$ cat src/rtl/ones_frame_accumulator_if.sv
`default_nettype none
// ============================================================================
// Module      : ones_frame_accumulator_if
// Description : Handshake and result bundle for ones_frame_accumulator.
//               The input side carries per-byte 1/0 bit counts with a
//               valid/ready handshake. The output side carries frame
//               totals with a valid/ready handshake.
//               master : upstream byte source plus downstream result sink
//               slave  : the accumulator
// Revision    : 1.0 - initial release
// ============================================================================
interface ones_frame_accumulator_if #(
  parameter int CW = 12
);
  // Upstream byte-count results
  logic          in_valid;
  logic          in_ready;
  logic [3:0]    ones_in;
  logic [3:0]    zeroes_in;
  logic          in_last;
  // Downstream frame totals
  logic          out_valid;
  logic          out_ready;
  logic [CW-1:0] total_ones;
  logic [CW-1:0] total_zeroes;
  logic [7:0]    byte_count;
  logic          err;

  modport master (
    output in_valid, ones_in, zeroes_in, in_last, out_ready,
    input  in_ready, out_valid, total_ones, total_zeroes, byte_count, err
  );

  modport slave (
    input  in_valid, ones_in, zeroes_in, in_last, out_ready,
    output in_ready, out_valid, total_ones, total_zeroes, byte_count, err
  );
endinterface
`default_nettype wire

$ cat src/rtl/ones_frame_accumulator.sv
`default_nettype none
// ============================================================================
// Module      : ones_frame_accumulator
// Description : Sums per-byte 1-bit and 0-bit counts over a frame of
//               FRAME_LEN bytes (or fewer when in_last closes it early),
//               then holds the totals until downstream takes them.
//               Malformed byte counts are counted in byte_count but add
//               nothing to the totals and raise a sticky per-frame err.
// Ports       : clk     - rising-edge clock
//               rst_n   - asynchronous active-low reset
//               bus_if  - slave side of ones_frame_accumulator_if
//                         (in_valid/in_ready/ones_in/zeroes_in/in_last,
//                          out_valid/out_ready/total_ones/total_zeroes/
//                          byte_count/err)
// Revision    : 1.0 - initial release
// ============================================================================
module ones_frame_accumulator #(
  parameter int FRAME_LEN = 16,  // bytes per frame, 1..255
  parameter int CW        = 12   // total width, must hold 8*255
) (
  input  wire logic                   clk,
  input  wire logic                   rst_n,
  ones_frame_accumulator_if.slave     bus_if
);

  typedef enum logic [1:0] {
    IDLE  = 2'd0,
    ACCUM = 2'd1,
    HOLD  = 2'd2
  } state_t;

  state_t        state_q;
  logic          in_ready_q;
  logic          out_valid_q;
  logic [CW-1:0] total_ones_q;
  logic [CW-1:0] total_zeroes_q;
  logic [7:0]    byte_count_q;
  logic          err_q;

  logic [CW-1:0] total_ones_d;
  logic [CW-1:0] total_zeroes_d;
  logic [7:0]    byte_count_d;
  logic          err_d;

  logic [4:0]    w_bit_sum;
  logic          w_bad_byte;
  logic [CW-1:0] w_ones_add;
  logic [CW-1:0] w_zeroes_add;
  logic          w_accept;
  logic          w_frame_done;

  // in_ready_q is low exactly in HOLD, so inputs offered in HOLD are ignored.
  assign w_accept = bus_if.in_valid & in_ready_q;

  always_comb begin
    w_bit_sum    = {1'b0, bus_if.ones_in} + {1'b0, bus_if.zeroes_in};
    w_bad_byte   = (bus_if.ones_in > 4'd8) || (bus_if.zeroes_in > 4'd8) ||
                   (w_bit_sum != 5'd8);
    // A bad byte still counts as a byte but contributes nothing to totals.
    w_ones_add   = w_bad_byte ? '0 : CW'(bus_if.ones_in);
    w_zeroes_add = w_bad_byte ? '0 : CW'(bus_if.zeroes_in);

    // The first byte of a frame loads directly, so no clear cycle is needed
    // between frames; previous totals stay visible until then.
    if (state_q == IDLE) begin
      total_ones_d   = w_ones_add;
      total_zeroes_d = w_zeroes_add;
      byte_count_d   = 8'd1;
      err_d          = w_bad_byte;
    end else begin
      total_ones_d   = total_ones_q + w_ones_add;
      total_zeroes_d = total_zeroes_q + w_zeroes_add;
      byte_count_d   = byte_count_q + 8'd1;
      err_d          = err_q | w_bad_byte;
    end

    w_frame_done = (byte_count_d == 8'(FRAME_LEN)) || bus_if.in_last;
  end

  always_ff @(posedge clk or negedge rst_n) begin
    if (!rst_n) begin
      state_q        <= IDLE;
      in_ready_q     <= 1'b1;
      out_valid_q    <= 1'b0;
      total_ones_q   <= '0;
      total_zeroes_q <= '0;
      byte_count_q   <= '0;
      err_q          <= 1'b0;
    end else begin
      case (state_q)
        IDLE, ACCUM: begin
          if (w_accept) begin
            total_ones_q   <= total_ones_d;
            total_zeroes_q <= total_zeroes_d;
            byte_count_q   <= byte_count_d;
            err_q          <= err_d;
            if (w_frame_done) begin
              state_q     <= HOLD;
              in_ready_q  <= 1'b0;
              out_valid_q <= 1'b1;
            end else begin
              state_q     <= ACCUM;
            end
          end
        end
        HOLD: begin
          if (bus_if.out_ready) begin
            state_q     <= IDLE;
            in_ready_q  <= 1'b1;
            out_valid_q <= 1'b0;
          end
        end
        default: begin
          state_q     <= IDLE;
          in_ready_q  <= 1'b1;
          out_valid_q <= 1'b0;
        end
      endcase
    end
  end

  assign bus_if.in_ready     = in_ready_q;
  assign bus_if.out_valid    = out_valid_q;
  assign bus_if.total_ones   = total_ones_q;
  assign bus_if.total_zeroes = total_zeroes_q;
  assign bus_if.byte_count   = byte_count_q;
  assign bus_if.err          = err_q;

endmodule
`default_nettype wire

$ cat src/flat_wrapper.sv
// flat-port wrapper written by rule: the top's interface ports become plain ports
module ones_frame_accumulator_flat 
#(
  parameter int FRAME_LEN = 16,                            
  parameter int CW        = 12                                  
)
  (clk, rst_n, bus_if_in_valid, bus_if_ones_in, bus_if_zeroes_in, bus_if_in_last, bus_if_out_ready, bus_if_in_ready, bus_if_out_valid, bus_if_total_ones, bus_if_total_zeroes, bus_if_byte_count, bus_if_err);
  ones_frame_accumulator_if #(.CW(CW)) bus_if_i ();
  input  wire logic clk;
  input  wire logic rst_n;
  input wire logic [$bits(bus_if_i.in_valid)-1:0] bus_if_in_valid;
  input wire logic [$bits(bus_if_i.ones_in)-1:0] bus_if_ones_in;
  input wire logic [$bits(bus_if_i.zeroes_in)-1:0] bus_if_zeroes_in;
  input wire logic [$bits(bus_if_i.in_last)-1:0] bus_if_in_last;
  input wire logic [$bits(bus_if_i.out_ready)-1:0] bus_if_out_ready;
  output wire logic [$bits(bus_if_i.in_ready)-1:0] bus_if_in_ready;
  output wire logic [$bits(bus_if_i.out_valid)-1:0] bus_if_out_valid;
  output wire logic [$bits(bus_if_i.total_ones)-1:0] bus_if_total_ones;
  output wire logic [$bits(bus_if_i.total_zeroes)-1:0] bus_if_total_zeroes;
  output wire logic [$bits(bus_if_i.byte_count)-1:0] bus_if_byte_count;
  output wire logic [$bits(bus_if_i.err)-1:0] bus_if_err;
  assign bus_if_i.in_valid = bus_if_in_valid;
  assign bus_if_i.ones_in = bus_if_ones_in;
  assign bus_if_i.zeroes_in = bus_if_zeroes_in;
  assign bus_if_i.in_last = bus_if_in_last;
  assign bus_if_i.out_ready = bus_if_out_ready;
  assign bus_if_in_ready = bus_if_i.in_ready;
  assign bus_if_out_valid = bus_if_i.out_valid;
  assign bus_if_total_ones = bus_if_i.total_ones;
  assign bus_if_total_zeroes = bus_if_i.total_zeroes;
  assign bus_if_byte_count = bus_if_i.byte_count;
  assign bus_if_err = bus_if_i.err;
  ones_frame_accumulator #(.FRAME_LEN(FRAME_LEN), .CW(CW)) u_core (.clk(clk), .rst_n(rst_n), .bus_if(bus_if_i));
endmodule
$ cat config.mk
export PLATFORM = sky130hd
export DESIGN_NAME = ones_frame_accumulator_flat
export DESIGN_NICKNAME = d
export VERILOG_FILES = /design/src/rtl/ones_frame_accumulator_if.sv /design/src/rtl/ones_frame_accumulator.sv /design/src/flat_wrapper.sv
export SDC_FILE = /design/constraint.sdc
export NUM_CORES = 1
export LEC_CHECK = 0
export ABC_AREA = 1
export CAP_MARGIN = 10
export CORE_AREA = 2 2 82 84
export CTS_CLUSTER_DIAMETER = 200
export DETAILED_ROUTE_END_ITERATION = 16
export DIE_AREA = 0 0 84 86
export PLACE_DENSITY = 0.69
export SLEW_MARGIN = 20
export SYNTH_ARGS = -nofsm -noshare
export SYNTH_HDL_FRONTEND = slang
export SYNTH_SLANG_ARGS = --single-unit
$ cat constraint.sdc
create_clock -name clk -period 1.9 [get_ports clk]
set_input_delay 0.19 -clock clk [delete_from_list [all_inputs] [get_ports clk]]
set_output_delay 0.19 -clock clk [all_outputs]
set_load 0.02 [all_outputs]
==> results of run 1 <==
-- synthesized netlist by cell type --
cell       n  area share (%)
nand3b_1   1            0.30
nand3_1   27             5.4
dfrtp_1   36              36
fa_1       3             2.4
o21ai_1    7             1.4
dfstp_2    1             1.1
xor2_1     6             2.1
nor3_1     8             1.6
a22o_1     1            0.35
nand3_2    2            0.80
buf_8      1            0.60
nand2_4    1            0.45
ha_1      13             6.5
a21oi_1   19             3.8
xnor2_1    1            0.35
nand2_1   79              12
nand2_2    3            0.75
inv_2      4            0.60
buf_2      5             1.0
or2_0      2            0.50
o21bai_1   1            0.30
inv_1     41             6.2
clkbuf_1   2            0.30
nor2_1    32             4.8
nor2_4     1            0.45
o21bai_2   1            0.45
nor2_2     4             1.0
nand4_1    5             1.3
o21ai_0   35             7.0
-- routing by layer --
layer | up-vias | global-route usage (%)
met1 | 1256 | 25.65
met3 | 7 | 3.176
met2 | 64 | 34.76
li1 | 1307 | -
met5 | - | 0
met4 | 0 | 7.185
-- cells by family (layout without fill, tap and decap cells) --
kind of cell | count (synthesis) | after routing | share of synthesized area [%]
xor gates and xnor gates | 7 | 7 | 2.462
DFF | 37 | 37 | 37.24
AOI/OAI and AO/OA | 64 | 64 | 13.37
adders and majority gates | 16 | 16 | 8.945
buffers and inverters | 53 | 149 | 8.693
and+or+nand+nor | 165 | 165 | 29.30
-- flip-flops by register name, indices dropped and copies added (netlist names) --
| name | flops |
|---|---|
| u_core.bus_if.byte_count | 8 |
| u_core.state_q | 2 |
| u_core.bus_if.in_ready | 1 |
| u_core.bus_if.total_zeroes | 12 |
| u_core.bus_if.total_ones | 12 |
| u_core.bus_if.out_valid | 1 |
| u_core.bus_if.err | 1 |
-- worst register-to-register path, stage by stage, from the launching register on --
cell     delay, ns
dfrtp_1       0.46
inv_1         0.12
fa_2          0.41
o21ai_2       0.15
nand2_2       0.08
nor2_4        0.16
nand2_2       0.08
o21ai_1       0.16
a21oi_1       0.06
-- power by group --
group,total (mW),internal [mW],switching [mW]
sequential,1.17,0.967,0.201
combinational,1.77,0.771,0.998
clock,0.541,0.255,0.286
-- through the flow --
stage | TNS (ns) | setup WS (ns) | hold WS, ns
global route | -14.72 | -0.8263 | 0.5258
global placement | -29.18 | -1.399 | 0.2768
finish | -11.73 | -0.6791 | 0.4664
CTS | -12.14 | -0.6850 | 0.4473
floorplan | -11.47 | -0.7546 | -0.1056
detailed placement | -32.00 | -1.482 | 0.2857
-- repair_timing --
action / 4_1_cts / 5_1_grt
gates resized for setup: 54 / 65
endpoints found under the setup margin: 25 / 24
buffers inserted: 6 / 6
pin swaps: 26 / 36
hold buffers: 1 / 0
endpoints found under the hold margin: 36 / 0
-- final cells by class --
class                   count  area, um^2
fillers                   530        2327
multi-input cells         252        1793
inverters                  45       171.4
flip-flops and latches     37       927.1
well taps                  77       96.34
repair buffers             96       879.6
clock inverters             2       10.01
clock buffers               6       72.57
-- worst max-delay path by stage --
stage                             start                                    endpoint  depth (start not counted)
floorplan           bus_if_zeroes_in[0]  u_core.bus_if.total_zeroes[10]$_DFFE_PN0P_                         16
global placement    bus_if_zeroes_in[0]     u_core.bus_if.total_ones[5]$_DFFE_PN0P_                         16
detailed placement  bus_if_zeroes_in[0]  u_core.bus_if.total_zeroes[10]$_DFFE_PN0P_                         17
CTS                   bus_if_ones_in[0]     u_core.bus_if.total_ones[8]$_DFFE_PN0P_                         17
global route          bus_if_ones_in[0]   u_core.bus_if.total_zeroes[8]$_DFFE_PN0P_                         17
finish                bus_if_ones_in[0]   u_core.bus_if.total_zeroes[8]$_DFFE_PN0P_                         17
==> out/qor.csv, run 1 <==
metric,value,unit
run status,"complete, but fails checks",
failing checks,negative setup slack,
min-delay worst type,in2reg,
Initial Util,39.67,%
Worst R2R Path Depth,8,
Final Cycle Share,135.7,%
final worst slack,-0.6791,ns
final clock skew,0.01093,ns
"flops & latches, synth",37,
Top Metal Used,met4,
initial antenna violation count,0,
Clock Latency Late Sink,0.29,ns
Final Power,3.479,mW
Worst setup SP type,input pin,
Placed Instances,496,
WS Path Type,in2reg,
Worst Path Buf+Inv,2,
DR WL met3,299,um
I/O pins,48,
synthesized instance count,342,
Final Setup Violations,22,
"Critical Path, Cell by Cell",buf_8 > ha_4 > fa_2 > o21ai_2 > nand3_2 > nor2_4 > nand2_4 > nor2_4 > ha_4 > inv_2 > fa_2 > o21ai_2 > nand2_2 > nor2_4 > nand3_2 > o21ai_2 > a21oi_2,
Syn-to-layout area delta,58.64,%
Critical Path AT,2.77,ns
Finished Core Util,62.93,%
synth unique cells,29,
Placed Area,3372,um^2
CP peak stage delay,0.39,ns
wl on met1,3.099,mm
post-DR wirelength/cell,14.03,um
Detailed Routing Iterations Pass 1,4,
worst hold start,bus_if_ones_in[0],
H-tree levels,2,
CORE AREA,6277,um^2
Mapped Avg Cell Area,7.280,um^2
Slew HR,67.22,%
"Seq/Total Area, Yosys",37.24,%
worst flop-to-flop path endpoint,u_core.bus_if.total_ones[6]$_DFFE_PN0P_,
diode count,0,
DRC,0,
Worst VDD drop,0.5093,mV
pin count of the biggest net entering global routing,38,
hold path cells,6,
Crit Path Max Fanout,5,
vias per cell,5.115,
die width,84,um
Ys Warns,0,
design area,3950,um^2
Port-buffer cells,47,
share of layout cells above drive strength 1,34.02,%
"commonest non-fill, non-tap cell in the layout",nand2_1,
hold path endpoint,u_core.bus_if.total_ones[0]$_DFFE_PN0P_,
Max clock buf depth,2,
GRT overflow,0,
Worst R2R Setup Slack,0.12,ns
Sink Count,37,
"commonest cells after routing, fill and taps aside","nand2_1 (66), buf_4 (41), clkdlybuf4s50_1 (38), inv_1 (36), dfrtp_1 (36)",
Non-Filler Instances,515,
Leakage,1.741,nW
clock tree from TritonCTS,built,
DR vias,2634,
Cell Rows,29,
RSZ-0062 raised after global routing,yes,
Worst EP required,2.09,ns
CP endpoint kind,flip-flop,
chip height,86,um
first-pass GRT wire length,11.84,mm
Reg-to-Reg Start,u_core.bus_if.total_ones[1]$_DFFE_PN0P_,
met2 routed WL,3.772,mm
Syn Std Cell Area,2490,um^2
maximum clock frequency,0.3877,GHz
"CTS clk-pin slew, worst paths",0.08,ns
Slew Limit Fails,0,
max-capacitance violation count,0,
worst-margin pin slew,0.4917,ns
clk root buf,clkbuf_8,
post-route ant nets,0,
Die ar.,7224,um^2
routability congestion estimate from global placement,0.8088,
vias in the first global route,2630,
1st-iter DRT viols,129,
Total GRT Usage,20.11,%
final hold viol count,0,
final wirelength,7.228,mm
Power Dens Cells,880.7,nW/um^2
min cycle time layout,2.579,ns
Mapped Nets,371,
CTS Buf Count,5,
CP top delay family,adder cells,
DP Wirelength,4.860,mm
"Slowest-stage cell, CP",fa_2,
fin nets,466,
Note: power is estimated with default switching activity, not from simulation.
==> run 2, diff against run 1 <==
--- a/config.mk
+++ b/config.mk
@@ -7,10 +7,10 @@
 export LEC_CHECK = 0
 export ABC_AREA = 1
 export CAP_MARGIN = 10
-export CORE_AREA = 2 2 82 84
+export CORE_AREA = 2 2 70 99
 export CTS_CLUSTER_DIAMETER = 200
 export DETAILED_ROUTE_END_ITERATION = 16
-export DIE_AREA = 0 0 84 86
+export DIE_AREA = 0 0 72 101
 export PLACE_DENSITY = 0.69
 export SLEW_MARGIN = 20
 export SYNTH_ARGS = -nofsm -noshare
==> out/qor.csv, run 2 (same netlist as run 1, synthesis figures left out) <==
metric,value,unit,change
vias in the first global route,2659,,+1.1%
pin count of the biggest net entering global routing,29,,-24%
share of layout cells above drive strength 1,32.58,%,-1.4 points
Min Hold Slack,0.3661,ns,-0.1002 ns
CP top delay family,adder cells,,
Switching Share,41.03,%,-1.7 points
min-delay worst type,in2async,,
GRT overflow,0,,unchanged
Cell Rows,35,,+21%
Worst Path Buf+Inv,2,,unchanged
footprint of the multi-input gates,1702,um^2,-5.1%
Critical Path AT,2.74,ns,-0.03 ns
routability congestion estimate from global placement,0.8847,,+9.4%
I/O pins,48,,unchanged
Power Dens Cells,915.2,nW/um^2,+3.9%
die width,72,um,-14%
Final Cycle Share,134.6,%,-1.2 points
final clock skew,0.005527,ns,-0.005403 ns
Slew HR,69.14,%,+1.9 points
Syn-to-layout area delta,58.04,%,
Filler cells,528,,-0.38%
initial antenna violation count,0,,unchanged
DR WL met3,204,um,-32%
1st-iter DRT viols,128,,-0.78%
combinational share of power,47.1,%,-3.8 points
diode count,0,,unchanged
run status,"complete, but fails checks",,
chip height,101,um,+17%
Final Setup Violations,22,,unchanged
DR vias,2672,,+1.4%
clock tree from TritonCTS,built,,
met2 routed WL,4.082,mm,+8.2%
WS Path Type,in2reg,,
Total GRT Usage,20.02,%,-0.090 points
sequential power share,32.5,%,-1.1 points
DRC,0,,unchanged
CORE AREA,6437,um^2,+2.6%
Final Power,3.601,mW,+3.5%
post-DR wirelength/cell,13.94,um,-0.67%
"commonest cells after routing, fill and taps aside","nand2_1 (70), buf_4 (48), clkdlybuf4s50_1 (38), inv_1 (37), dfrtp_1 (36)",,
Clock Latency Late Sink,0.30,ns,about the same
min cycle time layout,2.557,ns,-0.02196 ns
first-pass GRT wire length,11.52,mm,-2.7%
P_sw,1.478,mW,-0.56%
Initial Util,38.68,%,-0.99 points
Detailed Routing Iterations Pass 1,4,,unchanged
Reg-to-Reg Start,u_core.bus_if.total_ones[0]$_DFFE_PN0P_,,
final worst slack,-0.6571,ns,+0.02196 ns
"commonest non-fill, non-tap cell in the layout",nand2_1,,
worst-margin pin slew,0.4622,ns,-0.02947 ns
WP depth,17,,unchanged
Clk pwr share,20.4,%,+4.9 points
final hold viol count,0,,unchanged
Worst R2R Path Depth,9,,+1
dpl ws,-1.473,ns,+0.008860 ns
fin nets,473,,+1.5%
FF/Latch Area,927.1,um^2,unchanged
max-capacitance violation count,0,,unchanged
final wirelength,7.235,mm,about the same
"CTS clk-pin slew, worst paths",0.08,ns,about the same
worst flop-to-flop path endpoint,u_core.bus_if.total_ones[8]$_DFFE_PN0P_,,
design area,3935,um^2,-0.38%
vias per cell,5.148,,+0.66%
Worst setup SP type,input pin,,
Crit Path Max Fanout,6,,+1
clk root buf,clkbuf_8,,
Slew Limit Fails,0,,unchanged
CP peak stage delay,0.41,ns,+0.02 ns
Worst R2R Setup Slack,0.07,ns,-0.05 ns
CP endpoint kind,flip-flop,,
Die ar.,7272,um^2,+0.66%
Worst EP required,2.09,ns,about the same
Sink Count,37,,unchanged
maximum clock frequency,0.3911,GHz,+0.86%
Placed Area,3371,um^2,about the same
Leakage,1.754,nW,+0.72%
Worst VDD drop,0.5426,mV,+6.5%
H-tree levels,2,,unchanged
CTS Buf Count,5,,unchanged
wl on met1,2.771,mm,-11%
Top Metal Used,met4,,
post-route ant nets,0,,unchanged
failing checks,negative setup slack,,
Port-buffer cells,47,,unchanged
DP Wirelength,5.052,mm,+3.9%
RSZ-0062 raised after global routing,yes,,
Max clock buf depth,2,,unchanged
"Slowest-stage cell, CP",fa_2,,
"Critical Path, Cell by Cell",buf_6 > ha_4 > fa_2 > nor3_2 > nand3_1 > nor2_2 > nand2_4 > nor2_4 > ha_4 > inv_2 > fa_2 > o21ai_2 > nand2_2 > nor2_4 > nand3_2 > o21ai_1 > a21oi_1,,
Pint,2.124,mW,+6.6%
## run 2: per-layer routing
metal	global-route usage, %	up-vias
met2	38.39	62
li1	-	1317
met5	0	-
met1	21.36	1278
met4	8.418	0
met3	2.800	15
## run 2: cell type report
type | instances | share of cell area (%)
Clock buffer | 6 | 2.099
Timing Repair Buffer | 103 | 23.50
Clock inverter | 2 | 0.9539
Inverter | 45 | 4.293
Tap cell | 74 | 2.353
Sequential cell | 37 | 23.56
Multi-Input combinational cell | 252 | 43.24
## run 2: worst max-delay path by stage
stage	startpoint	end	slack, ns
2_1_floorplan	bus_if_zeroes_in[0]	u_core.bus_if.total_zeroes[10]$_DFFE_PN0P_	-0.75
3_3_place_gp	bus_if_zeroes_in[0]	u_core.bus_if.total_zeroes[10]$_DFFE_PN0P_	-1.40
3_5_place_dp	bus_if_zeroes_in[0]	u_core.bus_if.total_zeroes[8]$_DFFE_PN0P_	-1.47
4_1_cts	bus_if_ones_in[0]	u_core.bus_if.total_zeroes[10]$_DFFE_PN0P_	-0.67
5_1_grt	bus_if_zeroes_in[0]	u_core.bus_if.total_zeroes[10]$_DFFE_PN0P_	-0.79
6_report	bus_if_ones_in[0]	u_core.bus_if.total_ones[8]$_DFFE_PN0P_	-0.66
## run 2: through the flow
stage,util [%],setup TNS [ns],std cells
global route,61.13,-14.29,519
finish,61.13,-11.65,519
floorplan,-,-11.47,342
global placement,52.36,-29.46,495
CTS,57.49,-11.68,513
detailed placement,52.36,-31.14,495
## run 2: what timing repair did
action / CTS / global route
endpoints found under the hold margin: 16 / 0
pin swaps: 28 / 24
setup buffers: 9 / 7
hold buffers: 1 / 0
gates cloned: 0 / 0
setup endpoints to repair: 25 / 23
gates resized for setup: 55 / 44
## run 2: power groups by stage
stage                     combinational [mW]  sequential [mW]  clock, mW
final                                   1.70             1.17      0.735
after floorplan                        0.753             1.31          0
after global routing                    1.85             1.20      0.781
after CTS                               1.61             1.16      0.746
after detailed placement                1.53             1.16          0
after global placement                  1.49             1.16          0
==> run 3, diff against run 2 <==
--- a/config.mk
+++ b/config.mk
@@ -7,10 +7,10 @@
 export LEC_CHECK = 0
 export ABC_AREA = 1
 export CAP_MARGIN = 10
-export CORE_AREA = 2 2 70 99
+export CORE_AREA = 2 2 98 72
 export CTS_CLUSTER_DIAMETER = 200
 export DETAILED_ROUTE_END_ITERATION = 16
-export DIE_AREA = 0 0 72 101
+export DIE_AREA = 0 0 100 74
 export PLACE_DENSITY = 0.69
 export SLEW_MARGIN = 20
 export SYNTH_ARGS = -nofsm -noshare
==> out/qor.csv, run 3 (same netlist as run 1, synthesis figures left out) <==
metric,value,unit,change
run status,"complete, but fails checks",,
failing checks,negative setup slack,,
Placed Area,3400,um^2,+0.85%
1st-iter DRT viols,116,,-9.4%
min-delay worst type,in2reg,,
Cell Rows,25,,-29%
Slew HR,67.28,%,-1.9 points
pin count of the biggest net entering global routing,38,,+31%
Die ar.,7400,um^2,+1.8%
WS Path Type,in2reg,,
"commonest non-fill, non-tap cell in the layout",nand2_1,,
Worst Path Buf+Inv,2,,unchanged
maximum clock frequency,0.3801,GHz,-2.8%
share of layout cells above drive strength 1,33.41,%,+0.82 points
Worst setup SP type,input pin,,
chip height,74,um,-27%
Total GRT Usage,20.36,%,+0.33 points
Slew Limit Fails,0,,unchanged
Port-buffer cells,47,,unchanged
initial antenna violation count,0,,unchanged
CORE AREA,6506,um^2,+1.1%
vias per cell,5.055,,-1.8%
Critical Path AT,2.83,ns,+0.09 ns
final clock skew,0.007069,ns,+0.001542 ns
Filler cells,537,,+1.7%
final wirelength,7.505,mm,+3.7%
Worst VDD drop,0.5743,mV,+5.8%
I/O pins,48,,unchanged
Power Dens Cells,904.2,nW/um^2,-1.2%
Syn-to-layout area delta,58.49,%,
max-capacitance violation count,0,,unchanged
Worst EP required,2.10,ns,about the same
Initial Util,38.27,%,-0.41 points
H-tree levels,2,,unchanged
final hold viol count,0,,unchanged
Clock Latency Late Sink,0.31,ns,about the same
die width,100,um,+39%
GRT overflow,0,,unchanged
Min Hold Slack,0.4156,ns,+0.04942 ns
clock tree from TritonCTS,built,,
Sink Count,37,,unchanged
diode count,0,,unchanged
"Critical Path, Cell by Cell",buf_6 > ha_4 > fa_2 > nor3_2 > nand3_1 > nor2_2 > nand2_4 > nor2_4 > ha_4 > inv_4 > fa_2 > o21ai_2 > nand2_2 > nor2_4 > nand3_2 > xor2_1 > nor2_1,,
busiest layer in global routing,met2,,
"commonest cells after routing, fill and taps aside","nand2_1 (67), buf_4 (42), clkdlybuf4s50_1 (38), inv_1 (37), dfrtp_1 (36)",,
"CTS clk-pin slew, worst paths",0.08,ns,about the same
Final Cycle Share,138.5,%,+3.9 points
final worst slack,-0.7308,ns,-0.07370 ns
Max clock buf depth,2,,unchanged
design area,3946,um^2,+0.29%
met2 Track Usage GR,33.86,%,-4.5 points
CP endpoint kind,flip-flop,,
post-DR wirelength/cell,14.32,um,+2.7%
DR vias,2649,,-0.86%
CP peak stage delay,0.43,ns,+0.02 ns
Non-Filler Instances,524,,+0.96%
first-pass GRT wire length,11.82,mm,+2.6%
routability congestion estimate from global placement,0.8620,,-2.6%
met3 usage,4.511,%,+1.7 points
DRC,0,,unchanged
Detailed Routing Iterations Pass 1,4,,unchanged
clk root buf,clkbuf_8,,
Final Setup Violations,22,,unchanged
Crit Path Max Fanout,6,,unchanged
CP top delay family,adder cells,,
CTS Buf Count,5,,unchanged
RSZ-0062 raised after global routing,yes,,
Finished Core Util,60.65,%,-0.47 points
Leakage,1.793,nW,+2.3%
vias in the first global route,2522,,-5.2%
min cycle time layout,2.631,ns,+0.07370 ns
Placed Instances,503,,+1.6%
post-route ant nets,0,,unchanged
"Slowest-stage cell, CP",fa_2,,
setup_tns,-12.41,ns,-0.7579 ns
fin nets,471,,-0.42%
DP Wirelength,4.842,mm,-4.1%
GR Util met1,27.18,%,+5.8 points
worst-margin pin slew,0.4901,ns,+0.02790 ns
run 3: final timing paths:
kind / start / endpoint / slack, ns / depth (start not counted)
setup reg to reg: u_core.bus_if.total_zeroes[0]$_DFFE_PN0P_ / u_core.bus_if.total_zeroes[10]$_DFFE_PN0P_ / 0.04 / 9
hold reg to reg: u_core.bus_if.err$_DFFE_PN0P_ / u_core.bus_if.err$_DFFE_PN0P_ / 0.51 / 1
setup / recovery: bus_if_zeroes_in[0] / u_core.bus_if.total_zeroes[10]$_DFFE_PN0P_ / -0.73 / 17
hold / removal: bus_if_ones_in[0] / u_core.bus_if.total_ones[0]$_DFFE_PN0P_ / 0.42 / 6
min in group asynchronous: rst_n / u_core.bus_if.total_zeroes[2]$_DFFE_PN0P_ / 0.46 / 3
max in group asynchronous: rst_n / u_core.bus_if.in_ready$_DFFE_PN1P_ / 1.08 / 3
run 3: power breakdown:
part	internal [mW]	total [mW]	switching, mW
logic	0.777	1.77	0.993
clock network	0.295	0.620	0.325
registers	0.967	1.18	0.212
run 3: layout make-up:
class / count / area [um^2] / share of cell area [%]
tap: 81 / 101.3 / 2.568
multi-input combinational: 252 / 1723 / 43.66
sequential: 37 / 927.1 / 23.49
inverter: 45 / 171.4 / 4.344
clock inverter: 2 / 13.76 / 0.3488
timing repair buffer: 101 / 927.1 / 23.49
clock buffer: 6 / 82.58 / 2.093
run 3: worst min-delay path, cell delays in order:
cell,delay (ns)
buf_8,0.10
inv_1,0.06
buf_4,0.11
nor2_4,0.04
o21ai_0,0.13
nand2_1,0.05
run 3: timing repair:
| item | in CTS | in global routing |
|---|---|---|
| resized for setup | 54 | 56 |
| setup endpoints to repair | 25 | 24 |
| pin swaps | 31 | 43 |
| endpoints found under the hold margin | 36 | 0 |
| buffers inserted | 7 | 7 |
| hold buffers | 1 | 0 |
run 3: through the flow:
step / power (mW) / worst slack (ns)
6_report: 3.568 / -0.7308
5_1_grt: 3.797 / -0.9036
4_1_cts: 3.441 / -0.7032
3_5_place_dp: 2.708 / -1.426
3_3_place_gp: 2.677 / -1.368
2_1_floorplan: 2.067 / -0.7546
run 3: per-layer routing:
metal	wire length (um)	vias to the layer above
li1	-	1320
met4	112	0
met1	3374	1235
met5	0	-
met3	428	12
met2	3589	82
